## src/rtl/spike_aer_encoder.sv

```systemverilog
// spike_aer_encoder
//
// Watches the registered 4-bit outputs of NUM_SRC neuron blocks and turns
// every new non-zero output into an address-event word {source id, value}.
// Each source owns a single pending slot. A round-robin arbiter moves at most
// one pending event per cycle into a circular FIFO, which drains over a
// valid/ready stream. When an event lands on a slot that is still occupied
// and is not being granted, the old event is lost and counted as a drop.
//
// Ports:
//   clk         single clock
//   rst         asynchronous active-high reset
//   src_in      neuron outputs, source k in bits [4k+3:4k]
//   out_valid   AER word available at the FIFO head
//   out_ready   consumer accepts the head word
//   out_data    {src_id, value}, src_id in the MSBs
//   fifo_level  current FIFO occupancy
//   drop_count  saturating count of lost events
//   overflow    sticky flag, set on any drop
//   clr_drop    synchronous clear of drop_count and overflow
//
// Latency: a src_in change captured at edge E0 reaches the pending slot at
// E1 and, with an empty FIFO and no contention, the FIFO at E2, so out_valid
// rises 3 edges after src_in changes. out_valid/out_data are decoded from
// registers only; out_ready never reaches them combinationally.

module spike_aer_encoder #(
  parameter int NUM_SRC    = 4,
  parameter int FIFO_DEPTH = 8,
  parameter int CNT_W      = 8
) (
  input  logic                            clk,
  input  logic                            rst,
  input  logic [4*NUM_SRC-1:0]            src_in,
  output logic                            out_valid,
  input  logic                            out_ready,
  output logic [$clog2(NUM_SRC)+3:0]      out_data,
  output logic [$clog2(FIFO_DEPTH):0]     fifo_level,
  output logic [CNT_W-1:0]                drop_count,
  output logic                            overflow,
  input  logic                            clr_drop
);

  localparam int ID_W   = $clog2(NUM_SRC);
  localparam int AW     = $clog2(FIFO_DEPTH);
  localparam int LVL_W  = AW + 1;
  localparam int WORD_W = ID_W + 4;
  // Up to NUM_SRC drops can occur in one cycle.
  localparam int DCNT_W = ID_W + 1;
  // Sum width large enough that counter + per-cycle drops never wraps.
  localparam int SUM_W  = ((CNT_W > DCNT_W) ? CNT_W : DCNT_W) + 1;
  localparam logic [CNT_W-1:0] CNT_MAX = '1;

  // Number of set bits in the per-source drop vector.
  function automatic logic [DCNT_W-1:0] count_ones(input logic [NUM_SRC-1:0] v);
    logic [DCNT_W-1:0] n;
    n = '0;
    for (int i = 0; i < NUM_SRC; i++) begin
      n = n + DCNT_W'(v[i]);
    end
    return n;
  endfunction

  // Add the drops of this cycle to a count, clamping at all-ones.
  function automatic logic [CNT_W-1:0] sat_add(input logic [CNT_W-1:0] a,
                                               input logic [DCNT_W-1:0] b);
    logic [SUM_W-1:0] s;
    s = SUM_W'(a) + SUM_W'(b);
    if (s > SUM_W'(CNT_MAX)) begin
      return CNT_MAX;
    end
    return s[CNT_W-1:0];
  endfunction

  logic [3:0]          src_q    [NUM_SRC];
  logic [3:0]          src_prev [NUM_SRC];
  logic [NUM_SRC-1:0]  evt;

  logic [NUM_SRC-1:0]  pend_vld;
  logic [3:0]          pend_val [NUM_SRC];

  logic [ID_W-1:0]     ptr;
  logic [ID_W-1:0]     arb_idx;
  logic [ID_W-1:0]     grant_id;
  logic                grant_any;
  logic [NUM_SRC-1:0]  grant;

  logic [NUM_SRC-1:0]  drop;
  logic [DCNT_W-1:0]   drop_num;

  logic [WORD_W-1:0]   mem [FIFO_DEPTH];
  logic [AW-1:0]       wr_ptr;
  logic [AW-1:0]       rd_ptr;
  logic [LVL_W-1:0]    level;
  logic                full;
  logic                push;
  logic                pop;

  // ---- Stage 0: sample neuron outputs and keep the previous sample ----
  always_ff @(posedge clk or posedge rst) begin
    if (rst) begin
      for (int k = 0; k < NUM_SRC; k++) begin
        src_q[k]    <= '0;
        src_prev[k] <= '0;
      end
    end else begin
      for (int k = 0; k < NUM_SRC; k++) begin
        src_q[k]    <= src_in[4*k +: 4];
        src_prev[k] <= src_q[k];
      end
    end
  end

  // A held non-zero value fires once; a return to zero never fires.
  always_comb begin
    evt = '0;
    for (int k = 0; k < NUM_SRC; k++) begin
      evt[k] = (src_q[k] != 4'd0) && (src_q[k] != src_prev[k]);
    end
  end

  // ---- Stage 1: per-source pending slots and round-robin arbitration ----
  // Full is taken before any pop, so a full FIFO blocks the grant even when
  // the consumer frees an entry in the same cycle.
  assign full = (level == LVL_W'(FIFO_DEPTH));

  always_comb begin
    grant     = '0;
    grant_any = 1'b0;
    grant_id  = '0;
    arb_idx   = '0;
    if (!full) begin
      for (int i = 0; i < NUM_SRC; i++) begin
        // ID_W-bit addition wraps modulo NUM_SRC since NUM_SRC is a power of 2.
        arb_idx = ptr + ID_W'(i);
        if (!grant_any && pend_vld[arb_idx]) begin
          grant_any = 1'b1;
          grant_id  = arb_idx;
        end
      end
    end
    if (grant_any) begin
      grant[grant_id] = 1'b1;
    end
  end

  // An occupied slot that is not leaving this cycle loses its old event.
  always_comb begin
    drop = '0;
    for (int k = 0; k < NUM_SRC; k++) begin
      drop[k] = evt[k] && pend_vld[k] && !grant[k];
    end
  end

  assign drop_num = count_ones(drop);

  always_ff @(posedge clk or posedge rst) begin
    if (rst) begin
      pend_vld <= '0;
      ptr      <= '0;
    end else begin
      for (int k = 0; k < NUM_SRC; k++) begin
        if (evt[k]) begin
          pend_vld[k] <= 1'b1;
        end else if (grant[k]) begin
          pend_vld[k] <= 1'b0;
        end
      end
      if (grant_any) begin
        ptr <= grant_id + ID_W'(1);
      end
    end
  end

  // Slot payload is qualified by pend_vld, so it needs no reset.
  always_ff @(posedge clk) begin
    for (int k = 0; k < NUM_SRC; k++) begin
      if (evt[k]) begin
        pend_val[k] <= src_q[k];
      end
    end
  end

  // ---- Stage 2: event FIFO and output stream ----
  assign push = grant_any;
  assign pop  = out_valid && out_ready;

  always_ff @(posedge clk) begin
    if (push) begin
      mem[wr_ptr] <= {grant_id, pend_val[grant_id]};
    end
  end

  always_ff @(posedge clk or posedge rst) begin
    if (rst) begin
      wr_ptr <= '0;
      rd_ptr <= '0;
      level  <= '0;
    end else begin
      if (push) begin
        wr_ptr <= wr_ptr + AW'(1);
      end
      if (pop) begin
        rd_ptr <= rd_ptr + AW'(1);
      end
      case ({push, pop})
        2'b10:   level <= level + LVL_W'(1);
        2'b01:   level <= level - LVL_W'(1);
        default: level <= level;
      endcase
    end
  end

  assign out_valid  = (level != '0);
  // Memory content is not reset, so the head is masked while empty.
  assign out_data   = out_valid ? mem[rd_ptr] : '0;
  assign fifo_level = level;

  // ---- Drop accounting ----
  // A clear in a cycle that also drops restarts the count from those drops.
  always_ff @(posedge clk or posedge rst) begin
    if (rst) begin
      drop_count <= '0;
      overflow   <= 1'b0;
    end else if (clr_drop) begin
      drop_count <= sat_add('0, drop_num);
      overflow   <= |drop;
    end else begin
      drop_count <= sat_add(drop_count, drop_num);
      if (|drop) begin
        overflow <= 1'b1;
      end
    end
  end

endmodule

```

## config.mk

```make
export PLATFORM = sky130hd
export DESIGN_NAME = spike_aer_encoder
export DESIGN_NICKNAME = d
export VERILOG_FILES = /design/src/rtl/spike_aer_encoder.sv
export SDC_FILE = /design/constraint.sdc
export NUM_CORES = 1
export LEC_CHECK = 0
export ABC_AREA = 1
export CAP_MARGIN = 0
export CORE_ASPECT_RATIO = 1.75
export CORE_MARGIN = 1.5
export CORE_UTILIZATION = 25
export CTS_CLUSTER_DIAMETER = 100
export DETAILED_ROUTE_END_ITERATION = 7
export PLACE_DENSITY = 0.5
export SETUP_SLACK_MARGIN = 0.2
export SLEW_MARGIN = 20
export SYNTH_ARGS = -nofsm -noshare
export SYNTH_HDL_FRONTEND = slang
export SYNTH_SLANG_ARGS = --single-unit
```

## constraint.sdc

```tcl
create_clock -name clk -period 5.5 [get_ports clk]
set_input_delay 0.825 -clock clk [delete_from_list [all_inputs] [get_ports clk]]
set_output_delay 0.825 -clock clk [all_outputs]
set_load 0.005 [all_outputs]
```

# After elaboration in Yosys (flattened, before gate mapping)

Memory sizes are Yosys's and may differ from the RTL's.
Cells that the tools add are included.

Flip-flop bits (word level): 57
Latch bits: 0
Bits in writable memories: 64
Bits in read-only memories: 0
Memories: 2

Add/sub/neg operators: 12
Multiply operators: 0
Div/mod/pow operators: 0
Order comparisons: 8
Eq/ne operators: 7
Shifts and indexed selects: 0
Muxes and demuxes: 55
Bitwise logic cells: 0
Reductions and logical operators: 36

Memories:

| name     | depth | width | read ports | clocked after memory_dff | write ports | line | source |
|---|---|---|---|---|---|---|---|
| mem      | 8     | 6     | 1          | 0                        | 1           | 91   | `logic [WORD_W-1:0] mem [FIFO_DEPTH];` |
| pend_val | 4     | 4     | 1          | 0                        | 4           | 80   | `logic [3:0] pend_val [NUM_SRC];` |

Operator list:

| cell                | number |
|---|---|
| $mux 8              | 5 |
| $mux 1              | 37 |
| $reduce_bool 4->1   | 5 |
| $logic_and 1x1->1   | 17 |
| $ne 4x4->1          | 4 |
| $lt 2x3->1 const B  | 5 |
| $reduce_bool 2->1   | 6 |
| $mux 2              | 5 |
| $add 8x3->9         | 1 |
| $gt 9x8->1 const B  | 1 |
| $bmux 1 s2          | 4 |
| $gt 3x8->1 const B  | 1 |
| $pmux 4 s2          | 1 |
| $logic_not 1->1     | 7 |
| $add 3x1->3 const B | 2 |
| $mux 6              | 1 |
| $add 2x1->2 const B | 2 |
| $add 2x2->2 const B | 2 |
| $add 4x1->4 const B | 1 |
| $eq 4x4->1 const B  | 1 |
| $mux 4              | 1 |
| $reduce_or 4->1     | 1 |
| $sub 4x1->4 const B | 1 |
| $add 2x1->3         | 1 |
| other kinds (6)     | 6 |

# Depth between registers and ports, before layout

Gate-level depths: netlist of run 1.

Word-level depth: 32
Depth in mapped cells: 31
Mapped depth without buffers: 30

# Least setup slack after synthesis of run 1

OpenSTA, ideal clock, no wires.

Kind: register to register
Start point: register ptr[0]
End point: register drop_count[5]
Library setup time: 0.064 ns
Data arrival time: 4.042 ns
Data required time: 5.436 ns
Slack: 1.395 ns
Stages on the path, launching flop included: 30
Path buffers: 1
Clock period less this slack: 4.105 ns
Cell sequence: dfrtp_1 -> buf_6 -> inv_6 -> nand2_1 -> nand3_1 -> nand2_1 -> nor2_4 -> nand3_1 -> nand3_1 -> nand2_2 -> inv_1 -> ha_1 -> nand2_1 -> nand2_1 -> inv_1 -> fa_1 -> ha_1 -> ha_1 -> inv_1 -> fa_1 -> or2_2 -> nand2_1 -> nand3_1 -> inv_1 -> nand2_1 -> nor2_1 -> inv_1 -> nand2_1 -> o21ai_0 -> inv_1

Longest elaborated chain between the ends: 32

RTL lines:

| item                         | line | source |
|---|---|---|
| start, declared              | 82   | `logic [ID_W-1:0] ptr;` |
| start signal, assigned       | 170  | `ptr <= grant_id + ID_W'(1);` |
| $bmux 1 s2                   | 136  | `if (!grant_any && pend_vld[arb_idx]) begin` |
| $mux 1 (not written as such) | 136  |  |
| $mux 1                       | 136  |  |
| $mux 1                       | 132  | `if (!full) begin` |
| $logic_not 1->1              | 136  |  |
| $logic_and 1x1->1            | 136  |  |
| $mux 1                       | 136  |  |
| $mux 1                       | 132  |  |
| [8 not listed]               | --   |  |
| net grant_id[1]              | 84   | `logic [ID_W-1:0] grant_id;` |
| [8 not listed]               | --   |  |
| $add 2x1->3                  | 59   | `n = n + DCNT_W'(v[i]);` |
| $add 3x1->3 *                | 59   |  |
| $add 8x3->9                  | 68   | `s = SUM_W'(a) + SUM_W'(b);` |
| $gt 9x8->1                   | 69   | `if (s > SUM_W'(CNT_MAX)) begin` |
| $mux 1                       | 69   |  |
| $mux 1                       | 225  | `end else if (clr_drop) begin` |
| $mux 8                       | 72   | `return s[CNT_W-1:0];` |
| $mux 8 *                     | 225  |  |
| end signal, assigned         | 226  | `drop_count <= sat_add('0, drop_num);` |
| end signal, assigned         | 229  | `drop_count <= sat_add(drop_count, drop_num);` |
| end, declared                | 39   | `output logic [CNT_W-1:0] drop_count,` |

The timed path passes the listed nets; every way through them passes the cells marked *. The select of a mux whose other input is x is not followed.
A chain may end at the register's enable or synchronous reset.

# Worst setup path after layout of run 1

Ends and elaborated chain as after synthesis.

==> results.json, run 1 <==
{
  "finalSetupViolations": 0,
  "cp-end-kind": "flip-flop",
  "cts_sinks": 121,
  "critPathSlowestCell": "dfrtp_1",
  "critical_path_required_ps": 5850,
  "ys_types": 31,
  "nFillCells": 2107,
  "yosysMostFrequentCell": "nand2_1",
  "hp-class": "reg2reg",
  "worst_ep_arrival_time_ps": 5010,
  "post_cts_resized": 0,
  "dp_hpwl_um": 8120,
  "ys_seq_elements": 121,
  "syn_nets": 541,
  "power-per-cell-area_nw_per_um2": 696,
  "drc_errors": 0,
  "insertion_delay_ps": 420,
  "drtIter0Drc": 138,
  "start_util_pct": 25.5,
  "grt_overflow": 0,
  "drv_slew": 0,
  "tightest_slew_ps": 773,
  "rsz0062_at_grt": "no",
  "synth_common_cells": "86 x nand2_1, 68 x nor2_1, 64 x edfxtp_1, 58 x inv_1, 57 x dfrtp_1",
  "r2r_cells": 28,
  "synth_ff_type": "edfxtp_1",
  "drive_gt1_share_pct": 9.88,
  "timing.rr.end": "drop_count[5]$_DFF_PP0_",
  "hold_buffers": 0,
  "synth_area_leaders": "edfxtp_1 36%, dfrtp_1 27%, nand2_1 6.0%",
  "regToRegSetupSlack_ps": 850,
  "synth-edff-count": 64,
  "clk_pin_slew_ps": 60,
  "critPathMaxStageDelay_ps": 510,
  "finClkSkew_ps": 11.9,
  "max-cap-violations": 0,
  "fin_crit_sh_pct": 84.6,
  "wl_per_cell_um": 13.8,
  "finalWeightedCongestion": 0.823,
  "hold_depth": 0,
  "seqCellArea_um2": 3350,
  "final_net_count": 592,
  "finalHoldViolCount": 0,
  "rows": 70,
  "pin_count": 40,
  "vias_per_cell": 4.37,
  "vias": 3577,
  "track_usage_pct": 10.9,
  "fp.dieW_um": 113,
  "cp_max_fo": 14,
  "fmax_mhz": 215,
  "holdWs_ps": 443,
  "ant_nets": 0,
  "avgSynthCellArea_um2": 10.6,
  "rr_startpoint": "ptr[0]$_DFFE_PP0P_",
  "multiInputGateArea_um2": 1700,
  "crit_top_cell": "nand2_1",
  "synth_top_area_share_pct": 36.0,
  "drt-total-wl_um": 11300,
  "hp-start": "src_q[0]$_DFF_PP0_",
  "grt_max_degree": 42,
  "syn-cell-area_um2": 5340,
  "min_period_ps": 4650,
  "drt_pass1_iterations": 4,
  "startpoint": "ptr[0]$_DFFE_PP0P_",
  "synthCells": 503,
  "ir_worst_vdd_mv": 0.442,
  "yosys_warnings": 0,
  "cts_tree": "built",
  "cts_setup_buffers": 0,
  "p_leak_uw": 0.00284,
  "outcome": "finished clean",
  "grt_pass1_wl_um": 18300,
  "crit_end": "drop_count[5]$_DFF_PP0_",
  "root_buffer": "clkbuf_16",
  "yosysTopAreaCell": "edfxtp_1",
  "relSlewSlack_pct": 48.3,
  "async_reset_ff_share_pct": 47.1,
  "cts_buffer_depth": 2,
  "path_class": "reg2reg",
  "portBuffers": 39,
  "critPathLaunchType": "flip-flop",
  "syn2layout_area_growth_pct": 23.4,
  "antenna_found_initial": 0,
  "die_area_um2": 22300,
  "grt_pass1_vias": 3653,
  "numCtsBuffers": 17,
  "design.core.area_um2": 20900,
  "diodes": 0,
  "synth_seq_area_share_pct": 62.7,
  "fin_tns_setup_ps": 0,
  "h-tree-depth": 4,
  "die_h_um": 196
}
[power by group]
part	leakage, uW	internal (uW)	switching (uW)
logic	0.00130	757	1260
registers	0.00127	1380	126
clock network	0.000271	601	461
[layer usage]
metal	wire length (um)	GRT usage (%)	vias to the layer above
met1	4160	10.9	1679
met3	416	2.81	33
met4	433	5.74	0
met5	0	0	-
met2	6280	20.5	96
li1	-	-	1769
[final cells by class]
class	count	share of cell area, %
Inverter	62	3.65
Tap cell	252	4.79
Multi-Input combinational cell	311	25.8
Clock inverter	15	2.30
Timing Repair Buffer	41	6.16
Clock buffer	17	6.46
Sequential cell	121	50.8
[flip-flops by register name, indices dropped and copies added (netlist names)]
| register | count |
|---|---|
| drop_count | 8 |
| fifo_level | 4 |
| mem | 48 |
| overflow | 1 |
| pend_val | 16 |
| pend_vld | 4 |
| ptr | 2 |
| rd_ptr | 3 |
| src_prev | 16 |
| src_q | 16 |
| wr_ptr | 3 |
[cells by family (layout without fill, tap and decap cells)]
group | after synthesis | count (layout) | share of synthesized area (%)
flip-flops | 121 | 121 | 62.7
buffers and inverters | 71 | 135 | 5.42
AO/OA/AOI/OAI | 67 | 67 | 6.85
XOR/XNOR | 24 | 24 | 3.94
AND/OR/NAND/NOR | 202 | 202 | 16.4
adder cells (fa/ha/maj) | 18 | 18 | 4.64
[placed cells by master, fill, tap and decap left out, types with 3 or more instances in the layout]
master	netlist	final
xor2_1	23	23
nor2_1	68	68
inv_2	2	3
fa_1	3	3
o22ai_1	6	6
clkbuf_16	0	17
clkdlybuf4s50_1	0	39
dfrtp_1	57	57
nand3_2	4	4
inv_6	1	6
edfxtp_1	64	64
ha_1	15	15
a31oi_1	8	8
clkinvlp_4	0	4
nand3_1	25	25
nor4_1	4	4
inv_1	58	57
o21ai_0	38	38
nand2_1	86	86
a21oi_1	8	8
inv_8	0	4
nand2_2	8	8
[worst max-delay path, delay by kind of cell, from the launching register on]
kind / cells / cell delay [ps]
AO/OA/AOI/OAI: 1 / 60
adder cells (fa/ha/maj): 5 / 1600
buffers and inverters: 7 / 850
flip-flops: 1 / 510
AND/OR/NAND/NOR: 15 / 1560
[through the flow]
stage | total power [uW] | util (%) | setup WS [ps] | cells | area (um^2)
2_1_floorplan | 2910 | - | 1390 | 503 | 5340
3_3_place_gp | 3500 | 28.7 | 1010 | 787 | 6010
3_5_place_dp | 3560 | 28.7 | 844 | 787 | 6010
4_1_cts | 4650 | 31.5 | 835 | 819 | 6590
5_1_grt | 4980 | 31.5 | 371 | 819 | 6590
6_report | 4580 | 31.5 | 846 | 819 | 6590
[how the worst min path moves through the flow]
stage / end / slack, ps
floorplan: src_prev[0]$_DFF_PP0_ / 410
global placement: src_prev[11]$_DFF_PP0_ / 430
detailed placement: src_prev[0]$_DFF_PP0_ / 440
CTS: src_prev[0]$_DFF_PP0_ / 450
global route: src_prev[2]$_DFF_PP0_ / 470
finish: src_prev[0]$_DFF_PP0_ / 440
Power figures use the tool's default switching activity.
==> run 2, diff against run 1 <==
- clock period: 5.5 -> 4.6 ns (I/O delays scaled with it)
==> results.json, run 2 (same netlist as run 1, synthesis figures left out) <==
{
  "hold_depth": 0,
  "root_buffer": "clkbuf_16",
  "rows": 70,
  "swShare_pct": 37.9,
  "mostFrequentLayoutCell": "nand2_1",
  "grt_pass1_wl_um": 19100,
  "design.core.area_um2": 20900,
  "final_net_count": 601,
  "critPathBufInv": 8,
  "critPathMaxStageDelay_ps": 450,
  "drive_gt1_share_pct": 13.4,
  "dp.cells": 790,
  "drc_errors": 0,
  "fin_crit_sh_pct": 90.0,
  "critPathLaunchType": "flip-flop",
  "outcome": "finished clean",
  "rr_startpoint": "ptr[0]$_DFFE_PP0P_",
  "syn2layout_area_growth_pct": 26.6,
  "dp_slack_ps": 187,
  "cp-end-kind": "flip-flop",
  "die_area_um2": 22300,
  "power-per-cell-area_nw_per_um2": 877,
  "h-tree-depth": 4,
  "r2r_cells": 29,
  "dp_hpwl_um": 8400,
  "pin_count": 40,
  "grt_pass1_vias": 3945,
  "cp_max_fo": 11,
  "setup_ws_ps": 461,
  "layout_common_cells": "82 x nand2_1, 67 x nor2_1, 64 x edfxtp_1, 56 x dfrtp_1, 54 x inv_1",
  "hp-class": "reg2reg",
  "finalWeightedCongestion": 0.855,
  "max-cap-violations": 0,
  "p_clk_share_pct": 23.3,
  "hold_buffers": 0,
  "power.switching_uw": 2250,
  "drtIter0Drc": 169,
  "worst-path-stages": 29,
  "track_usage_pct": 11.3,
  "min_period_ps": 4140,
  "grt_max_degree": 40,
  "regMostFlops": "mem",
  "worst_ep_arrival_time_ps": 4490,
  "relSlewSlack_pct": 41.0,
  "die_h_um": 196,
  "drt-total-wl_um": 11600,
  "start_util_pct": 25.5,
  "regToRegSetupSlack_ps": 460,
  "nFillCells": 2079,
  "critPathSlowestCell": "fa_1",
  "cts_sinks": 121,
  "ir_worst_vdd_mv": 0.546,
  "crit_top_cell": "nand2_1",
  "cts_buffer_depth": 2,
  "tightest_slew_ps": 885,
  "antenna_found_initial": 0,
  "grt_overflow": 0,
  "cts_tree": "built",
  "p_leak_uw": 0.00291,
  "critical_path_required_ps": 4950,
  "clk_pin_slew_ps": 60,
  "cp_top_family": "simple AND/OR/NAND/NOR gates",
  "vias": 3714,
  "numCtsBuffers": 17,
  "power_frac_seq_pct": 31.0,
  "holdPathEnd": "src_prev[9]$_DFF_PP0_",
  "finClkSkew_ps": 13.6,
  "portBuffers": 39,
  "power.total_uw": 5930,
  "timing.rr.end": "drop_count[5]$_DFF_PP0_",
  "finalHoldViolCount": 0,
  "p_comb_share_pct": 45.8,
  "rsz0062_at_grt": "no",
  "hp-start": "src_q[9]$_DFF_PP0_",
  "wl_per_cell_um": 14.0,
  "fin_tns_setup_ps": 0,
  "post-route-util_pct": 32.3,
  "drv_slew": 0,
  "stdcell_count": 828,
  "fmax_mhz": 242,
  "fp.dieW_um": 113,
  "p_int_uw": 3680,
  "largest_reg_flops": 48,
  "finalSetupViolations": 0,
  "drt_pass1_iterations": 4,
  "insertion_delay_ps": 410,
  "vias_per_cell": 4.49,
  "ant_nets": 0,
  "diodes": 0,
  "path_class": "reg2reg"
}
==> run 2: final cells by class <==
class | count | area [um^2] | share of cell area [%]
inverters | 62 | 243 | 3.59
well taps | 252 | 315 | 4.67
multi-input cells | 311 | 1750 | 25.9
clock inverters | 15 | 200 | 2.96
repair buffers | 50 | 473 | 7.00
flip-flops and latches | 121 | 3350 | 49.6
clock buffers | 17 | 425 | 6.30
==> run 2: per-layer routing <==
layer	track usage [%]	vias to the layer above	wire [um]
li1	-	1784	-
met1	10.7	1801	4170
met2	20.6	91	6310
met3	2.59	38	344
met4	8.94	0	754
met5	0	-	0
==> run 2: power by group through the flow <==
stage	clock (uW)	sequential (uW)	combinational, uW
floorplan	0	1770	1710
global placement	0	1850	2380
detailed placement	0	1860	2470
CTS	1410	1840	2490
global route	1460	1870	3110
finish	1380	1830	2710
==> run 2: worst max path at each step <==
stage | start | end | slack, ps
global placement | ptr[0]$_DFFE_PP0P_ | drop_count[5]$_DFF_PP0_ | 320
floorplan | ptr[0]$_DFFE_PP0P_ | drop_count[5]$_DFF_PP0_ | 490
finish | ptr[0]$_DFFE_PP0P_ | drop_count[5]$_DFF_PP0_ | 460
global route | ptr[0]$_DFFE_PP0P_ | drop_count[5]$_DFF_PP0_ | 150
CTS | pend_vld[2]$_DFFE_PP0P_ | drop_count[5]$_DFF_PP0_ | 230
detailed placement | ptr[0]$_DFFE_PP0P_ | drop_count[5]$_DFF_PP0_ | 190
==> run 2: through the flow <==
| step | instance area (um^2) | hold slack, ps |
|---|---|---|
| 6_report | 6760 | 445 |
| 5_1_grt | 6760 | 471 |
| 4_1_cts | 6660 | 451 |
| 3_5_place_dp | 6030 | 435 |
| 3_3_place_gp | 6030 | 433 |
| 2_1_floorplan | 5340 | 407 |
==> run 2: repair_timing <==
action | 4_1_cts | 5_1_grt
setup endpoints to repair | 2 | 8
gates resized for setup | 1 | 18
setup buffers | 0 | 6
endpoints found under the hold margin | 0 | 0
pin swaps | 0 | 6
gates cloned | 0 | 0
